<file path="config.mk">
export PLATFORM = sky130hd
export DESIGN_NAME = vram_ctrl
export DESIGN_NICKNAME = d
export VERILOG_FILES = /design/src/rtl/vram_ctrl.sv
export SDC_FILE = /design/constraint.sdc
export NUM_CORES = 1
export LEC_CHECK = 0
export BUFFER_PORTS_ARGS = -buffer_cell sky130_fd_sc_hd__buf_2
export CAP_MARGIN = 5
export CORE_MARGIN = 8
export CORE_UTILIZATION = 54
export CTS_CLUSTER_DIAMETER = 100
export DETAILED_ROUTE_END_ITERATION = 10
export PLACE_DENSITY = 0.84
export SLEW_MARGIN = 20
export SYNTH_ARGS = -nofsm -noshare
export SYNTH_HDL_FRONTEND = slang
export SYNTH_SLANG_ARGS = --single-unit
</file>
<file path="constraint.sdc">
create_clock -name MCLK -period 5.5 [get_ports MCLK]
set_clock_uncertainty 0.15 [all_clocks]
set_input_delay 0 -clock MCLK [delete_from_list [all_inputs] [get_ports MCLK]]
set_output_delay 0 -clock MCLK [all_outputs]
set_load 0.005 [all_outputs]
</file>
<file path="src/rtl/vram_ctrl.sv">
// vram_ctrl -- initiator for the dual-port video DRAM bus.
//
// Turns single host requests (byte read, byte write, read transfer) into
// RAS/CAS/WE/OE strobe sequences on the random-access port, and generates
// SC pulses on the serial port. Every bus output is driven from a register.
//
// Ports
//   MCLK, RESET_n             clock (rising edge), synchronous active-low reset
//   req/req_we/req_xfer       host request and type; sampled only in IDLE
//   req_addr, req_wdata       [15:8] row, [7:0] column or serial tap; write byte
//   req_ack, busy             accept pulse; high whenever the FSM is not IDLE
//   rd_data, rd_valid         last read byte and its 1-cycle update pulse
//   ser_en, ser_req           serial output enable; start one SC pulse
//   ser_busy, ser_data,       SC pulse in progress; byte captured from SD_i
//   ser_valid                 and its 1-cycle update pulse
//   RAS, CAS, WE, OE, AD      active-low DRAM strobes, multiplexed address
//   RD_o, RD_oe, RD_i         random-port data out, drive enable, data in
//   SC, SE, SD_i              serial clock, serial enable (active low), data
module vram_ctrl #(
    parameter int unsigned T_RCD = 2,
    parameter int unsigned T_CAS = 3,
    parameter int unsigned T_RP  = 2,
    parameter int unsigned T_SC  = 2
) (
    input  logic        MCLK,
    input  logic        RESET_n,
    input  logic        req,
    input  logic        req_we,
    input  logic        req_xfer,
    input  logic [15:0] req_addr,
    input  logic [7:0]  req_wdata,
    output logic        req_ack,
    output logic        busy,
    output logic [7:0]  rd_data,
    output logic        rd_valid,
    input  logic        ser_en,
    input  logic        ser_req,
    output logic        ser_busy,
    output logic [7:0]  ser_data,
    output logic        ser_valid,
    output logic        RAS,
    output logic        CAS,
    output logic        WE,
    output logic        OE,
    output logic [7:0]  AD,
    output logic [7:0]  RD_o,
    output logic        RD_oe,
    input  logic [7:0]  RD_i,
    output logic        SC,
    output logic        SE,
    input  logic [7:0]  SD_i
);

    localparam logic [3:0] RCD_M1 = 4'(T_RCD - 1);
    localparam logic [3:0] CAS_M1 = 4'(T_CAS - 1);
    localparam logic [3:0] RP_M1  = 4'(T_RP - 1);
    localparam logic [3:0] SC_M1  = 4'(T_SC - 1);

    typedef enum logic [2:0] {S_IDLE, S_ROW, S_COL, S_XEND, S_PRE} state_t;

    state_t      state_q;
    logic [3:0]  cnt_q;
    logic [7:0]  col_q;
    logic [7:0]  wdata_q;
    logic        is_wr_q;
    logic        is_xfer_q;

    logic        ras_q, cas_q, we_q, oe_q, rd_oe_q;
    logic [7:0]  ad_q, rd_o_q, rd_data_q;
    logic        req_ack_q, rd_valid_q;

    logic        sc_q, ser_busy_q, ser_pend_q, ser_valid_q, se_q;
    logic [3:0]  scnt_q;
    logic [7:0]  ser_data_q;

    logic        xend_next_d;
    logic        ser_go_d;
    logic        ser_hold_d;

    // The FSM is about to enter XEND, where OE rises. A serial start accepted
    // now would raise SC in that same cycle, so it is parked for one cycle.
    assign xend_next_d = (state_q == S_COL) && (cnt_q == 4'd0) && is_xfer_q;
    assign ser_go_d    = (ser_req | ser_pend_q) & ~ser_busy_q & ~xend_next_d;
    assign ser_hold_d  = (ser_req | ser_pend_q) & ~ser_busy_q &  xend_next_d;

    // Random-access port FSM: IDLE -> ROW -> COL -> [XEND] -> PRE -> IDLE.
    // Strobes are assigned on the edge that enters each state.
    always_ff @(posedge MCLK) begin
        if (!RESET_n) begin
            state_q    <= S_IDLE;
            cnt_q      <= 4'd0;
            col_q      <= 8'd0;
            wdata_q    <= 8'd0;
            is_wr_q    <= 1'b0;
            is_xfer_q  <= 1'b0;
            ras_q      <= 1'b1;
            cas_q      <= 1'b1;
            we_q       <= 1'b1;
            oe_q       <= 1'b1;
            rd_oe_q    <= 1'b0;
            ad_q       <= 8'd0;
            rd_o_q     <= 8'd0;
            rd_data_q  <= 8'd0;
            req_ack_q  <= 1'b0;
            rd_valid_q <= 1'b0;
        end else begin
            req_ack_q  <= 1'b0;
            rd_valid_q <= 1'b0;
            case (state_q)
                S_IDLE: begin
                    if (req) begin
                        state_q   <= S_ROW;
                        cnt_q     <= RCD_M1;
                        col_q     <= req_addr[7:0];
                        wdata_q   <= req_wdata;
                        is_xfer_q <= req_xfer;
                        is_wr_q   <= req_we & ~req_xfer;
                        req_ack_q <= 1'b1;
                        ras_q     <= 1'b0;
                        ad_q      <= req_addr[15:8];
                        // OE low while RAS falls latches a transfer cycle
                        oe_q      <= ~req_xfer;
                    end
                end
                S_ROW: begin
                    if (cnt_q == 4'd0) begin
                        state_q <= S_COL;
                        cnt_q   <= CAS_M1;
                        cas_q   <= 1'b0;
                        ad_q    <= col_q;
                        oe_q    <= is_wr_q;
                        we_q    <= ~is_wr_q;
                        rd_oe_q <= is_wr_q;
                        rd_o_q  <= wdata_q;
                    end else begin
                        cnt_q <= cnt_q - 4'd1;
                    end
                end
                S_COL: begin
                    if (cnt_q == 4'd0) begin
                        if (is_xfer_q) begin
                            // Rising OE with RAS/CAS still low loads the serial register
                            state_q <= S_XEND;
                            oe_q    <= 1'b1;
                        end else begin
                            state_q <= S_PRE;
                            cnt_q   <= RP_M1;
                            ras_q   <= 1'b1;
                            cas_q   <= 1'b1;
                            we_q    <= 1'b1;
                            oe_q    <= 1'b1;
                            rd_oe_q <= 1'b0;
                            if (!is_wr_q) begin
                                rd_data_q  <= RD_i;
                                rd_valid_q <= 1'b1;
                            end
                        end
                    end else begin
                        cnt_q <= cnt_q - 4'd1;
                    end
                end
                S_XEND: begin
                    state_q <= S_PRE;
                    cnt_q   <= RP_M1;
                    ras_q   <= 1'b1;
                    cas_q   <= 1'b1;
                    we_q    <= 1'b1;
                    oe_q    <= 1'b1;
                    rd_oe_q <= 1'b0;
                end
                S_PRE: begin
                    if (cnt_q == 4'd0) begin
                        state_q <= S_IDLE;
                    end else begin
                        cnt_q <= cnt_q - 4'd1;
                    end
                end
                default: state_q <= S_IDLE;
            endcase
        end
    end

    // Serial port: T_SC cycles SC high, T_SC cycles SC low per pulse.
    always_ff @(posedge MCLK) begin
        if (!RESET_n) begin
            sc_q        <= 1'b0;
            ser_busy_q  <= 1'b0;
            ser_pend_q  <= 1'b0;
            scnt_q      <= 4'd0;
            ser_data_q  <= 8'd0;
            ser_valid_q <= 1'b0;
            se_q        <= 1'b1;
        end else begin
            se_q        <= ~ser_en;
            ser_valid_q <= 1'b0;
            ser_pend_q  <= ser_hold_d;
            if (ser_go_d) begin
                sc_q       <= 1'b1;
                ser_busy_q <= 1'b1;
                scnt_q     <= SC_M1;
            end else if (ser_busy_q) begin
                if (scnt_q != 4'd0) begin
                    scnt_q <= scnt_q - 4'd1;
                end else if (sc_q) begin
                    // Last SC-high cycle: the VRAM output is settled
                    sc_q        <= 1'b0;
                    scnt_q      <= SC_M1;
                    ser_data_q  <= SD_i;
                    ser_valid_q <= 1'b1;
                end else begin
                    ser_busy_q <= 1'b0;
                end
            end
        end
    end

    assign busy      = (state_q != S_IDLE);
    assign req_ack   = req_ack_q;
    assign rd_data   = rd_data_q;
    assign rd_valid  = rd_valid_q;
    assign ser_busy  = ser_busy_q;
    assign ser_data  = ser_data_q;
    assign ser_valid = ser_valid_q;
    assign RAS       = ras_q;
    assign CAS       = cas_q;
    assign WE        = we_q;
    assign OE        = oe_q;
    assign AD        = ad_q;
    assign RD_o      = rd_o_q;
    assign RD_oe     = rd_oe_q;
    assign SC        = sc_q;
    assign SE        = se_q;

endmodule

</file>
==> metrics.md, run 1 <==
| Metric | Value |
|---|---|
| Outcome | finished, final reports clean |
| CP startpoint kind | register |
| Post-route insts no fill | ~540 |
| Slowest-stage cell, CP | nor3b_2 |
| Crit share post-route | a little under half |
| Max Clk Rate | approximately 0.38 GHz |
| Dpl hpwl | between 4000 and 5000 um |
| Top FF cell, synth | dfxtp_1 |
| Final setup vio count | 0 |
| Worst Max-Slew Pin Slew | approximately 1.1 ns |
| Post-Syn Area | roughly 0.003 sq mm |
| Syn-to-layout area delta | 38.90% |
| Syn_nets | a little under 400 |
| RePlAce Congestion | around 0.8 |
| EDFF count, synth | 0 |
| Synth Register Bits | between 70 and 80 |
| Final Core Density | between 70% and 80% |
| Net switching power | between 0.4 and 0.5 mW |
| GRT Total Usage | approximately a fifth |
| Die W | between 80 and 90 um |
| Routed WL per cell | about 14 um |
| Met2 routed WL | approximately 4000 um |
| Die H | between 80 and 90 um |
| CTS Buffer Depth | 2 |
| Clock Power Share | 31.6% |
| Pleak | 1.900 nW |
| Synth warnings | 0 |
| Hold WS | 0.2912 ns |
| Arr. time, crit path | between 2 and 3 ns |
| Setup TNS | 0 ns |
| Synthesized area per cell | slightly below 9 sq um |
| Minimum clock period | 2.614 ns |
| GRT overflow | 0 |
| Buf/Inv on CP | 1 |
| Nets@finish | just over 500 |
| Placed insts | 482 |
| Nature of the critical path endpoint | register |
| Number of diodes | 0 |
| Max incr delay on CP | 0.88 ns |
| Yosys top cell area share | roughly half |
| Num CTS Buffers | 9 |
| Worst path required time | 5.54 ns |
| Seq/Total Area, Yosys | 49.60% |
| Routed WL | 7797 um |
| Post-CTS sizing | 0 |
| Global-route wire length before repair | 13130 um |
| Post-route ant nets | 0 |
| Int Pwr | 0.9995 mW |
| Peak supply drop | approximately 0.22 mV |
| Most instantiated library cell after synthesis | dfxtp_1 |
| Async SR Flop Fraction | 0% |
| Top Family by Delay on Critical Path | simple AND/OR/NAND/NOR gates |
| Top Ports | between 90 and 100 |
| DR vias/cell | between 5 and 6 |
| DRC | 0 |
| Row count | 27 |
| H-tree depth | 3 |
| Cell taking the most area after synthesis | dfxtp_1 |
| Post-synthesis cell type count | between 40 and 50 |
| Share of post-route cells with drive strength above 1 | 24.36% |
| Initial Utilization | 54.86% |
| Setup ws final | roughly 2.9 ns |
| DR WL met3 | 475 um |
| Core Region | 0.005371 sq mm |
| Die Area | a little over 0.008 sq mm |
| Largest net degree at the start of global routing | 60 |
| Clock root buffer | clkbuf_8 |
| Flop-to-flop setup slack | 2.89 ns |
| Wl on met1 | a little over 3000 um |
| RSZ-0062 raised after global routing | no |
| Port buffer count | 90 |
| Clock transition at path regs | roughly 0.07 ns |
| Initial antenna violation count | 0 |
| Logic gate share of total power | about a quarter |
| Clock Sinks | 73 |
| Slew HR | 26.48% |
| Flop pwr share | 43.9% |
| Worst-skew pair later-pin latency | around 0.33 ns |
| Switching part of the total | 29.80% |
| Final Slew Violations | 0 |
| Cells after Synth | 337 |
| Via count of the routed design | 2797 |
| TritonCTS clock tree | done |
| Pre-antenna DRT Iters | 4 |
| Pwr/cell area | ~350 mW/mm^2 |
| Setup bufs post-CTS | 0 |
| Hold Fails Final Rpt | 0 |
| Post-synth top cells | dfxtp_1, nand2_1, nor2_1, a21oi_1, mux2i_1 |
| CP Cell Sequence | inv_1 -> ha_1 -> nor3b_2 -> nor2b_1 -> nand2_2 -> mux2i_1 -> nor2_1 |
| Pre-CTS WS | around 2.9 ns |
| Worst hold path class | in2reg |
| Uppermost layer routed | met4 |
| Critical path peak fanout | 20 |
| Vias in the first global route | between 2000 and 3000 |
| Max-cap violations | 0 |
| Synth top area cells | dfxtp_1, mux2i_1, nand2_1 |
| Crit Path Category | reg2reg |
| Initial drt markers | ~160 |
what timing repair did:
action	4_1_cts	5_1_grt
hold endpoints to repair	61	0
setup endpoints to repair	0	0
hold buffers	47	0
area by class of cell:
cell class,count,area [sq um]
inverter,8,30.03
sequential,73,1461
fill,375,1279
tap,72,90.09
clock buffer,12,145.1
multi-input combinational,238,1373
timing repair buffer,138,928.4
clock inverter,3,65.06
through the flow:
stage	power [mW]	instance area [sq um]
2_1_floorplan	0.8629	2947
4_1_cts	1.424	4086
6_report	1.424	4093
5_1_grt	1.499	4093
3_5_place_dp	0.9536	3406
3_3_place_gp	0.9394	3406
power by group through the flow:
stage               registers [mW]  clock network, mW  logic, mW
CTS                          0.623              0.455      0.346
floorplan                    0.624                  0      0.239
detailed placement           0.635                  0      0.319
global placement             0.631                  0      0.308
global route                 0.632              0.476      0.391
finish                       0.625              0.450      0.349
cell families (layout without fill, tap and decap cells):
family | count (synthesis) | in the layout | share of synthesized area, %
flip-flops | 73 | 73 | 49.60
XOR/XNOR | 1 | 1 | 0.2973
AND/OR/NAND/NOR | 142 | 142 | 22.68
adder cells (fa/ha/maj) | 2 | 2 | 0.8491
multiplexers | 27 | 27 | 9.172
AO/OA/AOI/OAI | 66 | 66 | 13.38
buffers and inverters | 26 | 161 | 4.033
routing by layer:
metal,vias up,track usage [%]
met5,-,0
met4,0,9.570
met3,15,5.653
met2,80,33.93
met1,1301,20.09
li1,1401,-
layout by cell type (no fill, tap or decap), drive strengths merged, types with 10 or more instances in the layout:
cell type,n
dfxtp,73
mux2i,27
a21oi,36
nor2,45
o21ai,10
buf,91
nand2,55
dlygate4sd3,47
clkbuf,12
nand3,12
state kept, by name, summed over array words and instances, names as in the netlist, 3 cells and up:
name / count
rd_data: 8
ser_data: 8
wdata_q: 8
scnt_q: 4
state_q: 3
RD_o: 8
AD: 8
col_q: 8
cnt_q: 4
worst register-to-register path, cell delays in order, from the launching register on:
cell and delay (ns):
dfxtp_1 0.34, inv_1 0.09, ha_1 0.17, nor3b_2 0.88, nor2b_1 0.32, nand2_2 0.22
mux2i_1 0.24, nor2_1 0.07
path summary, 6_finish.rpt:
path / startpoint / depth (start not counted) / endpoint
hold / removal: SD_i[4] / 4 / ser_data[4]$_SDFFE_PN0P_
setup reg to reg: cnt_q[0]$_SDFFE_PN0P_ / 7 / rd_data[6]$_SDFFE_PN0P_
setup / recovery: cnt_q[0]$_SDFFE_PN0P_ / 7 / rd_data[6]$_SDFFE_PN0P_
hold reg to reg: RD_o[6]$_SDFFE_PN0P_ / 2 / RD_o[6]$_SDFFE_PN0P_
No activity file was read; power rests on OpenSTA's default activity.
==> run 2: changes to the inputs <==
Settings changed: ABC_AREA set to 1, CORE_UTILIZATION 54 to 46, PLACE_DENSITY 0.84 to 0.75.
Clock period 5.5 ns to 2.2 ns, I/O delays scaled along.
==> run 2 against run 1 <==
  * First-iteration DRC count decreased by 0.61%
  * Clock power rose by 130%
  * Die area rose by 18%
  * Sequential cell count unchanged
  * Core utilization down 9.0 points
  * Via count is 14% higher
  * Global-route usage decreased by 0.10 points
  * Sequential share of layout area fell by 1.8 points
  * Worst hold slack worse by 0.20 ns
  * Design area is 5.4% higher
  * Routed wire length grew 11%
==> metrics.md, run 2 <==
| Metric | Value |
|---|---|
| Logic gate share of total power | 38.5% |
| Cells after Synth | 427 |
| Post-route ant nets | 0 |
| Worst-skew pair later-pin latency | 0.34 ns |
| Slowest-stage cell, CP | dlygate4sd3_1 |
| Nets@finish | 620 |
| Most common cell after layout, fill and taps aside | buf_2 |
| Via count of the routed design | roughly 3200 |
| Outcome | finished, final reports clean |
| Crit share post-route | between 90% and 100% |
| Max Clk Rate | just under 0.5 GHz |
| Peak supply drop | 0.6638 mV |
| EDFF count, synth | 0 |
| Post-synthesis cell type count | 24 |
| Max incr delay on CP | around 0.6 ns |
| Crit path from | scnt_q[0]$_SDFFE_PN0P_ |
| Top FF cell, synth | dfxtp_1 |
| Routed WL per cell | ~13 um |
| Initial drt markers | around 160 |
| Clock transition at path regs | 0.08 ns |
| Simple-gate share of the synthesized area | around 29% |
| Pre-CTS WS | ~0.39 ns |
| H-tree depth | 3 |
| Post-synth top cells | nor2_1, nand2_1, dfxtp_1, o21ai_0, inv_1 |
| Die Area | 0.009552 sq mm |
| Global-route wire length before repair | around 15000 um |
| Flop pwr share | between 30% and 40% |
| Switching part of the total | a little under two fifths |
| Syn-to-layout area delta | 40.43% |
| DRC | 0 |
| Pleak | between 2 and 2.5 nW |
| Hold WS | approximately 0.088 ns |
| Clock Sinks | 73 |
| Initial antenna violation count | 0 |
| Largest net degree at the start of global routing | 45 |
| Nature of the critical path endpoint | register |
| Synth Area in Compound Gates | a little over an eighth |
| Post-Syn Area | about 0.003 sq mm |
| Async SR Flop Fraction | 0% |
| Minimum clock period | 2.051 ns |
| Max-cap violations | 0 |
| Cell taking the most area after synthesis | dfxtp_1 |
| Port buffer count | 90 |
| Clock root buffer | clkbuf_8 |
| Sequential Area | approximately 0.0015 sq mm |
| Synth warnings | 0 |
| Worst Max-Slew Pin Slew | around 0.43 ns |
| WHS Endpoint | is_xfer_q$_SDFFE_PN0P_ |
| Top Ports | 91 |
| Final setup vio count | 0 |
| TritonCTS clock tree | done |
| Post-Synth XOR/XNOR Area | 0% |
| Share of post-route cells with drive strength above 1 | approximately 25% |
| DR vias/cell | around 4.9 |
| Yosys top cell area share | 47.56% |
| GRT Total Usage | 19.02% |
| RR Endpoint | ser_data[2]$_SDFFE_PN0P_ |
| GRT overflow | 0 |
| Seq/Total Area, Yosys | 47.56% |
| RePlAce Congestion | between 0.8 and 0.9 |
| Vias in the first global route | approximately 3300 |
| Hold Fails Final Rpt | 0 |
| Final Core Density | between 60% and 70% |
| Top Family by Delay on Critical Path | simple AND/OR/NAND/NOR gates |
| Worst r2r src | scnt_q[0]$_SDFFE_PN0P_ |
| Number of diodes | 0 |
| Num CTS Buffers | 9 |
| Syn_nets | 476 |
| Dpl hpwl | between 5000 and 6000 um |
| Die H | 97.74 um |
| Adder-cell area share of the yosys netlist | less than 1% |
| Post-synthesis mux area share | 0% |
| Die W | 97.74 um |
| Core Region | around 0.0064 sq mm |
| Clock Power Share | between 20% and 30% |
| Pre-antenna DRT Iters | 4 |
| Buf/Inv on CP | 1 |
| Flop-to-flop setup slack | between 0.1 and 0.15 ns |
| Int Pwr | 2.881 mW |
| Synthesized area per cell | ~7.2 sq um |
| Most frequent cells in the layout | buf_2, nor2_1, nand2_1, dfxtp_1, dlygate4sd3_1 |
| Slew HR | a little under three quarters |
| Routed WL | between 8000 and 9000 um |
| CTS Buffer Depth | 2 |
| Synth top area cells | dfxtp_1, nor2_1, nand2_1 |
| Initial Utilization | roughly 48% |
| Arr. time, crit path | about 2.2 ns |
| Multi-input gate area | 0.001358 sq mm |
| Crit Path Category | reg2reg |
| Setup ws final | ~0.15 ns |
| Row count | 29 |
| Most instantiated library cell after synthesis | nor2_1 |
| Filler cells | slightly above 500 |
| Pwr/cell area | ~1100 mW/mm^2 |
| CP startpoint kind | register |
| Largest family of logic cells by synthesized area | simple AND/OR/NAND/NOR gates |
| Worst Hold Launch | req |
| Worst hold path class | in2reg |
| Net switching power | ~1.8 mW |
| Final Slew Violations | 0 |
| Worst path required time | about 2.3 ns |
| Synth Register Bits | 73 |
| CP Cell Sequence | nor2_2 -> nor3b_4 -> nand3_4 -> o21ai_0 -> dlygate4sd3_1 -> nor2_1 |
| R2R depth | 6 |
| Critical path peak fanout | 10 |
| Hold Path Cell Cnt | 6 |
[run 2: changes by cell type after synthesis, sizes merged, moves of 10 or more]
cell   before  now
inv         8   50
mux2i      27    0
nand2      55   84
nand3      12   22
nor2       45   93
o21ai      10   53
[run 2: cell type report]
class                      instances  area share, %
timing repair buffer             148          23.60
clock buffer                      10          2.957
inverter                          50          4.349
multi-input combinational        289          31.46
clock inverter                     6          1.537
sequential                        73          33.86
tap                               77          2.233
[run 2: power by group through the flow]
stage	Combinational, mW	Clock, mW	Sequential, mW
global route	2.06	1.10	1.88
detailed placement	1.69	0	1.85
global placement	1.65	0	1.85
floorplan	1.20	0	1.85
finish	1.78	1.02	1.83
CTS	1.78	1.04	1.83
[run 2: metal layers]
layer,up-vias,global-route usage [%],wire length [um]
met2,90,33.53,4448
met3,18,6.246,589
met4,0,9.233,201
met5,-,0,0
li1,1630,-,-
met1,1451,20.00,3435
[run 2: how the worst max path moves through the flow]
stage / endpoint / slack (ns) / cells after the start
floorplan: rd_data[0]$_SDFFE_PN0P_ / 0.61 / 9
detailed placement: rd_data[3]$_SDFFE_PN0P_ / 0.39 / 8
finish: ser_data[2]$_SDFFE_PN0P_ / 0.15 / 6
global placement: rd_data[5]$_SDFFE_PN0P_ / 0.49 / 8
CTS: ser_data[1]$_SDFFE_PN0P_ / 0.09 / 6
global route: ser_data[2]$_SDFFE_PN0P_ / -0.008 / 6
[run 2: cells by family after synthesis]
logic type	count (synthesis)
AND/OR/NAND/NOR	205
AO/OA/AOI/OAI	82
flip-flops	73
buffers and inverters	65
adder cells (fa/ha/maj)	2
[run 2: worst register-to-register path, delay by kind of cell (launching register included)]
family	cells	cell delay, ns
flip-flops	1	0.35
AO/OA/AOI/OAI	1	0.20
buffers and inverters	1	0.59
AND/OR/NAND/NOR	4	0.67
[run 2: timing repair]
action,in CTS,in global routing
resized for setup,0,4
setup endpoints to repair,0,8
endpoints found under the hold margin,53,0
hold buffers,53,0
buffers inserted,0,1
[run 2: through the flow]
step / setup TNS (ns) / total power, mW / instance area (sq um) / std cells
5_1_grt: -0.008046 / 5.045 / 4315 / 653
4_1_cts: 0 / 4.640 / 4292 / 652
2_1_floorplan: 0 / 3.057 / 3073 / 427
3_3_place_gp: 0 / 3.501 / 3567 / 583
6_report: 0 / 4.634 / 4315 / 653
3_5_place_dp: 0 / 3.545 / 3567 / 583
